## config.mk

```make
export PLATFORM = sky130hd
export DESIGN_NAME = piezo_decoder
export DESIGN_NICKNAME = d
export VERILOG_FILES = /design/src/rtl/piezo_pkg.sv /design/src/rtl/piezo_period_meas.sv /design/src/rtl/piezo_decoder.sv
export SDC_FILE = /design/constraint.sdc
export NUM_CORES = 1
export LEC_CHECK = 0
export BUFFER_PORTS_ARGS = -buffer_cell sky130_fd_sc_hd__buf_4
export CORE_MARGIN = 4
export CORE_UTILIZATION = 40
export DETAILED_ROUTE_END_ITERATION = 16
export HOLD_SLACK_MARGIN = 0.15
export SLEW_MARGIN = 20
export SYNTH_ARGS = -nofsm -noshare
export SYNTH_HDL_FRONTEND = slang
export SYNTH_SLANG_ARGS = --single-unit
```

## constraint.sdc

```tcl
create_clock -name clk -period 8.7 [get_ports clk]
set_clock_uncertainty 0.1 [all_clocks]
set_input_delay 1.74 -clock clk [delete_from_list [all_inputs] [get_ports clk]]
set_output_delay 1.74 -clock clk [all_outputs]
set_load 0.1 [all_outputs]
```

## src/rtl/piezo_pkg.sv

```systemverilog
`default_nettype none
// ============================================================================
// Module : piezo_pkg
// Brief  : Note codes, nominal periods and period classifier for the piezo
//          tune decoder.
// Rev    : 1.0  initial release
// ============================================================================
package piezo_pkg;

    typedef enum logic [2:0] {
        NOTE_NONE = 3'd0,
        NOTE_A6   = 3'd1,
        NOTE_D7   = 3'd2,
        NOTE_E7   = 3'd3,
        NOTE_F7   = 3'd4,
        NOTE_UNK  = 3'd5
    } note_t;

    typedef enum logic [1:0] {
        ST_IDLE  = 2'd0,
        ST_ARM   = 2'd1,
        ST_TRACK = 2'd2
    } state_t;

    localparam int unsigned PERIOD_W  = 16;
    localparam int unsigned TOL_SHIFT = 6;

    localparam logic [PERIOD_W-1:0] NOM_A6 = 16'd28409;
    localparam logic [PERIOD_W-1:0] NOM_D7 = 16'd21285;
    localparam logic [PERIOD_W-1:0] NOM_E7 = 16'd18961;
    localparam logic [PERIOD_W-1:0] NOM_F7 = 16'd17896;

    // Window is inclusive on both ends; one extra bit keeps nom+tol from wrapping.
    function automatic logic in_tol(input logic [PERIOD_W-1:0] p,
                                    input logic [PERIOD_W-1:0] nom);
        logic [PERIOD_W:0] lo;
        logic [PERIOD_W:0] hi;
        lo = {1'b0, nom} - {1'b0, (nom >> TOL_SHIFT)};
        hi = {1'b0, nom} + {1'b0, (nom >> TOL_SHIFT)};
        return ({1'b0, p} >= lo) && ({1'b0, p} <= hi);
    endfunction

    function automatic note_t classify(input logic [PERIOD_W-1:0] p);
        if (in_tol(p, NOM_A6))      return NOTE_A6;
        else if (in_tol(p, NOM_D7)) return NOTE_D7;
        else if (in_tol(p, NOM_E7)) return NOTE_E7;
        else if (in_tol(p, NOM_F7)) return NOTE_F7;
        else                        return NOTE_UNK;
    endfunction

endpackage
`default_nettype wire

```

## src/rtl/piezo_period_meas.sv

```systemverilog
`default_nettype none
// ============================================================================
// Module : piezo_period_meas
// Brief  : Synchronises the differential piezo pins, detects rising edges,
//          measures the edge-to-edge period and flags non-complementary pins.
// Rev    : 1.0  initial release
// ============================================================================
module piezo_period_meas
    import piezo_pkg::*;
(
    input  logic                clk,
    input  logic                rst,
    input  logic                piezo,
    input  logic                piezo_n,
    output logic                rise_edge,
    output logic [PERIOD_W-1:0] period,
    output logic                err_compl
);

    logic [1:0]          p_sync_q, p_sync_d;
    logic [1:0]          n_sync_q, n_sync_d;
    logic                p_prev_q, p_prev_d;
    logic                edge_q, edge_d;
    logic [PERIOD_W-1:0] cnt_q, cnt_d;
    logic                eq_prev_q, eq_prev_d;
    logic                err_q, err_d;
    logic                pins_eq;

    always_comb begin
        p_sync_d  = {p_sync_q[0], piezo};
        n_sync_d  = {n_sync_q[0], piezo_n};
        p_prev_d  = p_sync_q[1];
        edge_d    = p_sync_q[1] & ~p_prev_q;
        pins_eq   = (p_sync_q[1] == n_sync_q[1]);
        eq_prev_d = pins_eq;
        // Two consecutive equal samples are required so one cycle of pin skew is tolerated.
        err_d     = err_q | (pins_eq & eq_prev_q);
        cnt_d     = cnt_q;
        // The edge cycle itself counts, so the value seen at the next edge is the full period.
        if (edge_q) begin
            cnt_d = PERIOD_W'(1);
        end else if (cnt_q != '1) begin
            cnt_d = cnt_q + 1'b1;
        end
    end

    always_ff @(posedge clk or posedge rst) begin
        if (rst) begin
            p_sync_q  <= 2'b00;
            n_sync_q  <= 2'b11;
            p_prev_q  <= 1'b0;
            edge_q    <= 1'b0;
            cnt_q     <= '0;
            eq_prev_q <= 1'b0;
            err_q     <= 1'b0;
        end else begin
            p_sync_q  <= p_sync_d;
            n_sync_q  <= n_sync_d;
            p_prev_q  <= p_prev_d;
            edge_q    <= edge_d;
            cnt_q     <= cnt_d;
            eq_prev_q <= eq_prev_d;
            err_q     <= err_d;
        end
    end

    assign rise_edge = edge_q;
    assign period    = cnt_q;
    assign err_compl = err_q;

endmodule
`default_nettype wire

```

## src/rtl/piezo_decoder.sv

```systemverilog
`default_nettype none
// ============================================================================
// Module : piezo_decoder
// Brief  : Classifies piezo periods into notes and reports each completed
//          note with its duration in clock cycles.
// Rev    : 1.0  initial release
// ============================================================================
module piezo_decoder
    import piezo_pkg::*;
#(
    parameter int unsigned SILENCE_CLKS = 60000,
    parameter int unsigned DUR_W        = 24
) (
    input  logic             clk,
    input  logic             rst,
    input  logic             piezo,
    input  logic             piezo_n,
    output logic             note_vld,
    output logic [2:0]       note,
    output logic [DUR_W-1:0] note_dur,
    output logic             active,
    output logic             err_compl
);

    logic                rise_edge;
    logic [PERIOD_W-1:0] period;
    logic                timeout;
    note_t               cls;

    state_t              state_q, state_d;
    note_t               cur_note_q, cur_note_d;
    logic [DUR_W-1:0]    dur_q, dur_d;
    logic                note_vld_q, note_vld_d;
    note_t               note_q, note_d;
    logic [DUR_W-1:0]    note_dur_q, note_dur_d;

    piezo_period_meas u_meas (
        .clk       (clk),
        .rst       (rst),
        .piezo     (piezo),
        .piezo_n   (piezo_n),
        .rise_edge (rise_edge),
        .period    (period),
        .err_compl (err_compl)
    );

    function automatic logic [DUR_W-1:0] sat_add(input logic [DUR_W-1:0]    a,
                                                 input logic [PERIOD_W-1:0] b);
        logic [DUR_W:0] s;
        s = {1'b0, a} + (DUR_W+1)'(b);
        return s[DUR_W] ? '1 : s[DUR_W-1:0];
    endfunction

    assign timeout = (32'(period) == SILENCE_CLKS);
    assign cls     = classify(period);

    // An edge always takes priority over a timeout landing in the same cycle.
    always_comb begin
        state_d    = state_q;
        cur_note_d = cur_note_q;
        dur_d      = dur_q;
        note_vld_d = 1'b0;
        note_d     = note_q;
        note_dur_d = note_dur_q;
        case (state_q)
            ST_IDLE: begin
                if (rise_edge) begin
                    state_d = ST_ARM;
                end
            end
            ST_ARM: begin
                if (rise_edge) begin
                    cur_note_d = cls;
                    dur_d      = sat_add('0, period);
                    state_d    = ST_TRACK;
                end else if (timeout) begin
                    state_d = ST_IDLE;
                end
            end
            ST_TRACK: begin
                if (rise_edge) begin
                    if (cls == cur_note_q) begin
                        dur_d = sat_add(dur_q, period);
                    end else begin
                        note_vld_d = 1'b1;
                        note_d     = cur_note_q;
                        note_dur_d = dur_q;
                        cur_note_d = cls;
                        dur_d      = sat_add('0, period);
                    end
                end else if (timeout) begin
                    note_vld_d = 1'b1;
                    note_d     = cur_note_q;
                    note_dur_d = dur_q;
                    cur_note_d = NOTE_NONE;
                    dur_d      = '0;
                    state_d    = ST_IDLE;
                end
            end
            default: begin
                state_d = ST_IDLE;
            end
        endcase
    end

    always_ff @(posedge clk or posedge rst) begin
        if (rst) begin
            state_q    <= ST_IDLE;
            cur_note_q <= NOTE_NONE;
            dur_q      <= '0;
            note_vld_q <= 1'b0;
            note_q     <= NOTE_NONE;
            note_dur_q <= '0;
        end else begin
            state_q    <= state_d;
            cur_note_q <= cur_note_d;
            dur_q      <= dur_d;
            note_vld_q <= note_vld_d;
            note_q     <= note_d;
            note_dur_q <= note_dur_d;
        end
    end

    assign note_vld = note_vld_q;
    assign note     = note_q;
    assign note_dur = note_dur_q;
    assign active   = (state_q == ST_TRACK);

endmodule
`default_nettype wire

```

==> results of run 1 <==
-- final timing paths --
check                                   start                 end  cells past startpoint
min in group asynchronous                 rst        note_dur[17]                      3
setup reg to reg             u_meas.period[1]        note_dur[19]                     11
max in group asynchronous                 rst    u_meas.period[9]                      3
setup / recovery             u_meas.period[1]        note_dur[19]                     11
hold / removal             u_meas.p_sync_q[0]  u_meas.p_sync_q[1]                      0
hold reg to reg            u_meas.p_sync_q[0]  u_meas.p_sync_q[1]                      0
-- layer usage --
layer | wire length, um | global-route usage | vias to the layer above
met2 | 5370 | 0.266 | 80
met3 | 552 | 0.0391 | 16
li1 | - | - | 1885
met5 | 0 | 0 | -
met1 | 5320 | 0.225 | 1909
met4 | 202 | 0.0587 | 0
-- layout make-up --
cell class	count	area share
Inverter	18	0.0121
Clock inverter	5	0.0136
Timing Repair Buffer	37	0.0495
Clock buffer	11	0.0444
Tap cell	168	0.0369
Multi-Input combinational cell	366	0.487
Sequential cell	81	0.357
-- worst reg2reg max path: cells and delay by family (launching register included) --
kind / cells / cell delay (ps)
AOI/OAI and AO/OA: 5 / 1490
muxes: 2 / 730
buffers and inverters: 2 / 590
DFF: 1 / 490
adders and majority gates: 1 / 220
and+or+nand+nor: 1 / 90
-- through the flow --
step           utilization  instance area [um^2]  power [uW]  setup WS, ps  std cells
2_1_floorplan            -                  5020         823          4780        492
3_3_place_gp         0.440                  5360         912          4940        670
3_5_place_dp         0.440                  5360         922          4860        670
4_1_cts              0.468                  5690        1350          4850        686
5_1_grt              0.468                  5690        1410          4640        686
6_report             0.468                  5690        1340          4890        686
-- state kept, by name, summed over array words and instances, names as in the netlist, 2 cells and up --
register / cells
dur_q: 24
note_dur: 24
u_meas.period: 16
cur_note_q: 3
note: 3
state_q: 2
u_meas.n_sync_q: 2
u_meas.p_sync_q: 2
-- power by group through the flow --
stage	registers (uW)	logic [uW]	clock network, uW
floorplan	520	303	0
global placement	473	439	0
detailed placement	474	448	0
CTS	467	452	430
global route	473	493	446
finish	467	453	422
-- layout by cell type (no fill, tap or decap), drive strengths merged, types with 10 or more instances in the layout --
| cell type | netlist | routed |
|---|---|---|
| a2111oi | 17 | 17 |
| a21oi | 18 | 18 |
| a221o | 16 | 16 |
| and3 | 10 | 10 |
| buf | 9 | 37 |
| clkbuf | 18 | 11 |
| dfrtp | 79 | 79 |
| ha | 24 | 24 |
| inv | 18 | 17 |
| mux2 | 28 | 28 |
| nand2 | 40 | 40 |
| nand3 | 13 | 13 |
| nand4 | 10 | 10 |
| nor2 | 41 | 41 |
| o21ai | 15 | 15 |
| xnor2 | 10 | 10 |
| xor2 | 17 | 17 |
-- cells in the mapped netlist (5+ instances only) --
library cell	number	area share
sky130_fd_sc_hd__a2111oi_0	16	0.028
sky130_fd_sc_hd__a211oi_1	8	0.012
sky130_fd_sc_hd__a21o_1	5	0.0075
sky130_fd_sc_hd__a21oi_1	17	0.017
sky130_fd_sc_hd__a221o_1	16	0.032
sky130_fd_sc_hd__a31oi_1	8	0.010
sky130_fd_sc_hd__and2_1	6	0.0075
sky130_fd_sc_hd__and3_1	9	0.011
sky130_fd_sc_hd__clkbuf_1	18	0.013
sky130_fd_sc_hd__dfrtp_1	79	0.39
sky130_fd_sc_hd__ha_1	24	0.060
sky130_fd_sc_hd__inv_1	18	0.013
sky130_fd_sc_hd__mux2_2	8	0.018
sky130_fd_sc_hd__mux2_4	20	0.060
sky130_fd_sc_hd__nand2_1	40	0.030
sky130_fd_sc_hd__nand2b_1	5	0.0062
sky130_fd_sc_hd__nand3_1	13	0.013
sky130_fd_sc_hd__nand4_1	10	0.012
sky130_fd_sc_hd__nor2_1	41	0.031
sky130_fd_sc_hd__nor2b_1	6	0.0075
sky130_fd_sc_hd__nor3_1	9	0.0090
sky130_fd_sc_hd__o21a_1	5	0.0075
sky130_fd_sc_hd__o21ai_0	13	0.013
sky130_fd_sc_hd__xnor2_1	10	0.017
sky130_fd_sc_hd__xor2_1	17	0.030
-- cell families after synthesis --
logic type      Yosys count  share of synthesized area
xor+xnor                 27                     0.0471
simple gates            160                      0.161
mux                      32                     0.0858
buf+inv                  45                     0.0449
flops                    81                      0.405
compound gates          122                      0.193
fa+ha+maj                25                     0.0639
==> impl_metrics.toml, run 1 <==
[sta]
timing.final.crit_period_ps = 3810
rsz0062_at_grt = "false"
setup_viol_count_final = 0
finalMaxSlewViolations = 0
timing_hold_violations_final = 0
maxClockFrequency_mhz = 262
max_slew.worst_pin.slew_ps = 910
hold_ws_ps = 253
relSlewSlack = 0.393
timing.setup.tns_ps = 0
timing.final.crit_share = 0.438

[cells_and_area]
area_taken_by_multi_input_logic_gates_um2 = 2770
synthToLayoutAreaGrowth_pct = 13.4
num_antenna_cells = 0
fillerInstances = 1131
drive_gt1_frac = 0.183
finish.net_count = 542
sequential_cell_area_um2 = 2030

[floorplanning]
die_height_um = 120
design.core.area_um2 = 12200
die_area_um2 = 14400
floorplan.initialDensity = 0.412
boundaryPins = 34
die-width_um = 120
rows = 40

[pwr]
leak_pwr_uw = 0.00261
power.share.sequential = 0.348
worst_ir_drop_vdd_v = 0.000139
power.internal_uw = 825
power.switching_fraction = 0.385
power_frac_comb = 0.338
share_clk_of_total_power = 0.315
power.switching_uw = 517
power_per_cell_area_nw_per_um2 = 236

[min_path]
hold_path_class = "flop to flop"

[worst_setup_path]
worst_ep_arrival_time_ps = 3950
setup.worst_path.start_class = "flop"
worstPathRequired_ps = 8840
worstSetupPathType = "flop to flop"
cp_cell_sequence = "inv_1 -> ha_1 -> nand2b_1 -> a311o_1 -> a221o_1 -> a21o_1 -> mux2_4 -> o21a_4 -> a21oi_4 -> buf_4 -> mux2_2"
top_fanout_value_on_the_critical_path = 23
critical-path-top-delay-family = "compound AO/OA/AOI/OAI gates"
cp_slowest_stage_delay_ps = 490
critical_path.slowest_cell = "sky130_fd_sc_hd__dfrtp_1"
crit_buf_inv = 2
timing.critical_path.to_type = "flop"
setup.reg_to_reg.worst_slack_ps = 4890

[cts]
clockRootBuffer = "sky130_fd_sc_hd__clkbuf_16"
clock_sinks = 81
cts.htree.levels = 3
cts_resized = 0
clockBufferDepth = 2
tritoncts = "done"
postCtsHoldBufs = 0
cts_buffers = 9
clkTransAtPathRegs_ps = 60
clock_latency_ps = 350
post-cts-setup-buffers = 0

[route]
drt-total-wl_mm = 11.5
drt-vias-per-instance = 5.67
remaining_drc_errors = 0
dr.pass1.iters = 4
ant_nets = 0
wire_per_inst_um = 16.7
vias = 3890
drtIter0Drc = 243

[global_routing]
grt_overflow_total = 0
number_of_global_route_vias_before_repair = 3797
first_pass_grt_wire_length_mm = 19.4
grt_start_max_net_pins = 82
track_usage = 0.168
initial_antenna_violation_count = 0

[outcome]
status = "finished, final reports clean"

[logic_synthesis]
yosys_warnings = 0
synth_seq_cells = 81
synth_edf_count = 0
avg_inst_size_synth_um2 = 10.2
post_synth_num_cell_types = 72
post_synth_inst_count = 492
synth-main-ff-cell = "sky130_fd_sc_hd__dfrtp_1"
synthArstFlopShare = 1.00
yosysSeqAreaShare = 0.405
post_synth_instance_area_um2 = 5020
syn-num-nets = 521

[place]
gp_congestion = 0.854
place_hpwl_mm = 7.94
place.port_buffers = 33

[flow_run]
max_cap_viol_count = 0
Note: power is estimated with default switching activity, not from simulation.
==> run 2: changes to the inputs <==
Clock period 8.7 ns to 3.7 ns, I/O delays scaled along.
==> run 2 against run 1 <==
Effect of this change:
- register-to-register slack lost 4600 ps
- power up 140%
- largest power group is now combinational cells
- count of clock-buffer cells in the layout grew 1
- first-iteration DRC count grew 5.3%
- flip-flop and latch count unchanged
- fmax rose by 12%
- non-clock buffer count is 20 higher
==> impl_metrics.toml, run 2 (synthesis gave the netlist of run 1 again) <==
[global_routing]
initial_antenna_violation_count = 0
grt.met2_usage = 0.264
grt_most_used_layer = "met2"
grt_overflow_total = 0
number_of_global_route_vias_before_repair = 3884
global_routing_usage_on_met1 = 0.240
grt_util_met3 = 0.0386
track_usage = 0.171
grt_start_max_net_pins = 37
first_pass_grt_wire_length_mm = 19.8

[cts]
post-cts-setup-buffers = 0
clockRootBuffer = "sky130_fd_sc_hd__clkbuf_16"
postCtsHoldBufs = 0
tritoncts = "done"
clock_sinks = 81
cts.htree.levels = 3
cts_buffers = 9
clock_latency_ps = 350
clkTransAtPathRegs_ps = 60
clockBufferDepth = 2

[worst_setup_path]
worstPathRequired_ps = 3820
worst_ep_arrival_time_ps = 3520
setup.worst_path.start_class = "flop"
top_fanout_value_on_the_critical_path = 15
worstSetupPathType = "flop to flop"
timing.critical_path.to_type = "flop"

[route]
remaining_drc_errors = 0
vias = 3988
drtIter0Drc = 256
drt-total-wl_mm = 11.6
dr.pass1.iters = 5
drt-vias-per-instance = 5.65
ant_nets = 0
wire_per_inst_um = 16.4

[sta]
timing_hold_violations_final = 0
timing.final.crit_period_ps = 3390
setup_viol_count_final = 0
rsz0062_at_grt = "false"
timing.setup.tns_ps = 0
finalMaxSlewViolations = 0
maxClockFrequency_mhz = 295
timing.final.crit_share = 0.917
relSlewSlack = 0.564
max_slew.worst_pin.slew_ps = 652

[cells_and_area]
num_antenna_cells = 0
postLayoutCoreUtil = 0.482
finish.net_count = 562
finalNonFillerCells = 706
layout.cells.most_common = "sky130_fd_sc_hd__dfrtp_1"
fillerInstances = 1141
drive_gt1_frac = 0.212
layout.cells.most_common_list = "sky130_fd_sc_hd__dfrtp_1 (79), sky130_fd_sc_hd__buf_4 (55), sky130_fd_sc_hd__nor2_1 (41)"
synthToLayoutAreaGrowth_pct = 16.9

[place]
cell_count_after_placement = 690
gp_congestion = 0.844
place.port_buffers = 33
place_hpwl_mm = 8.39

[pwr]
power_per_cell_area_nw_per_um2 = 552
leak_pwr_uw = 0.00271
worst_ir_drop_vdd_v = 0.000282

[outcome]
status = "finished, final reports clean"

[min_path]
hold_path_class = "flop to flop"

[floorplanning]
die_height_um = 120
die-width_um = 120
die_area_um2 = 14400
design.core.area_um2 = 12200
boundaryPins = 34
rows = 40
floorplan.initialDensity = 0.412

[flow_run]
max_cap_viol_count = 0
==> run 2: changes by cell type in the layout (fill, tap and decap cells not counted) <==
cell,change
sky130_fd_sc_hd__buf_6,-1
sky130_fd_sc_hd__buf_12,+2
sky130_fd_sc_hd__a2111oi_0,-1
sky130_fd_sc_hd__a2111oi_1,+1
sky130_fd_sc_hd__clkinvlp_4,+1
sky130_fd_sc_hd__clkinv_2,-2
sky130_fd_sc_hd__buf_4,+19
sky130_fd_sc_hd__clkbuf_1,+1
==> run 2: final timing paths <==
kind	start	endpoint	slack, ps	cells after the start
min in group asynchronous	rst	note_dur[23]	350	2
min reg2reg	u_meas.p_sync_q[0]	u_meas.p_sync_q[1]	250	0
min	u_meas.p_sync_q[0]	u_meas.p_sync_q[1]	250	0
max in group asynchronous	rst	u_meas.n_sync_q[1]	2260	3
max reg2reg	u_meas.period[13]	dur_q[8]	310	9
max	u_meas.period[13]	dur_q[8]	310	9
==> run 2: per-layer routing <==
layer | up-vias | wire length, um
met1 | 1963 | 5540
met2 | 92 | 5360
met4 | 0 | 126
met3 | 11 | 546
met5 | - | 0
li1 | 1922 | -
==> run 2: final cells by class <==
cell class	instances	area [um^2]	share of cell area
multi-input combinational	366	2770	0.473
sequential	81	2030	0.346
timing repair buffer	57	453	0.0772
clock buffer	12	256	0.0437
tap	168	210	0.0358
clock inverter	4	75.1	0.0128
inverter	18	68.8	0.0117
==> run 2: worst max-delay path: stages, from the launching register on <==
cell                        delay (ps)
sky130_fd_sc_hd__dfrtp_1           490
sky130_fd_sc_hd__and2_1            240
sky130_fd_sc_hd__or4b_1            480
sky130_fd_sc_hd__a211o_1           310
sky130_fd_sc_hd__a2111oi_0         550
sky130_fd_sc_hd__mux2_4            270
sky130_fd_sc_hd__o21a_4            190
sky130_fd_sc_hd__a211oi_4           70
sky130_fd_sc_hd__buf_4             220
sky130_fd_sc_hd__a221o_1           360
==> run 2: repair_timing <==
item | 4_1_cts | 5_1_grt
hold endpoints to repair | 0 | 0
endpoints found under the setup margin | 0 | 13
gates resized for setup | 0 | 1
==> run 2: where the power goes <==
part           internal (uW)  switching, uW  total [uW]
clock                    628            364         992
sequential               973           88.1        1060
combinational            409            777        1190
==> run 2: metrics by stage <==
step	setup WS, ps	total power, uW	area, um^2	hold slack, ps
final	306	3240	5860	247
after global routing	56.4	3430	5860	255
after CTS	309	3260	5860	249
after detailed placement	337	2260	5530	235
after global placement	400	2230	5530	232
after floorplan	373	1940	5020	231
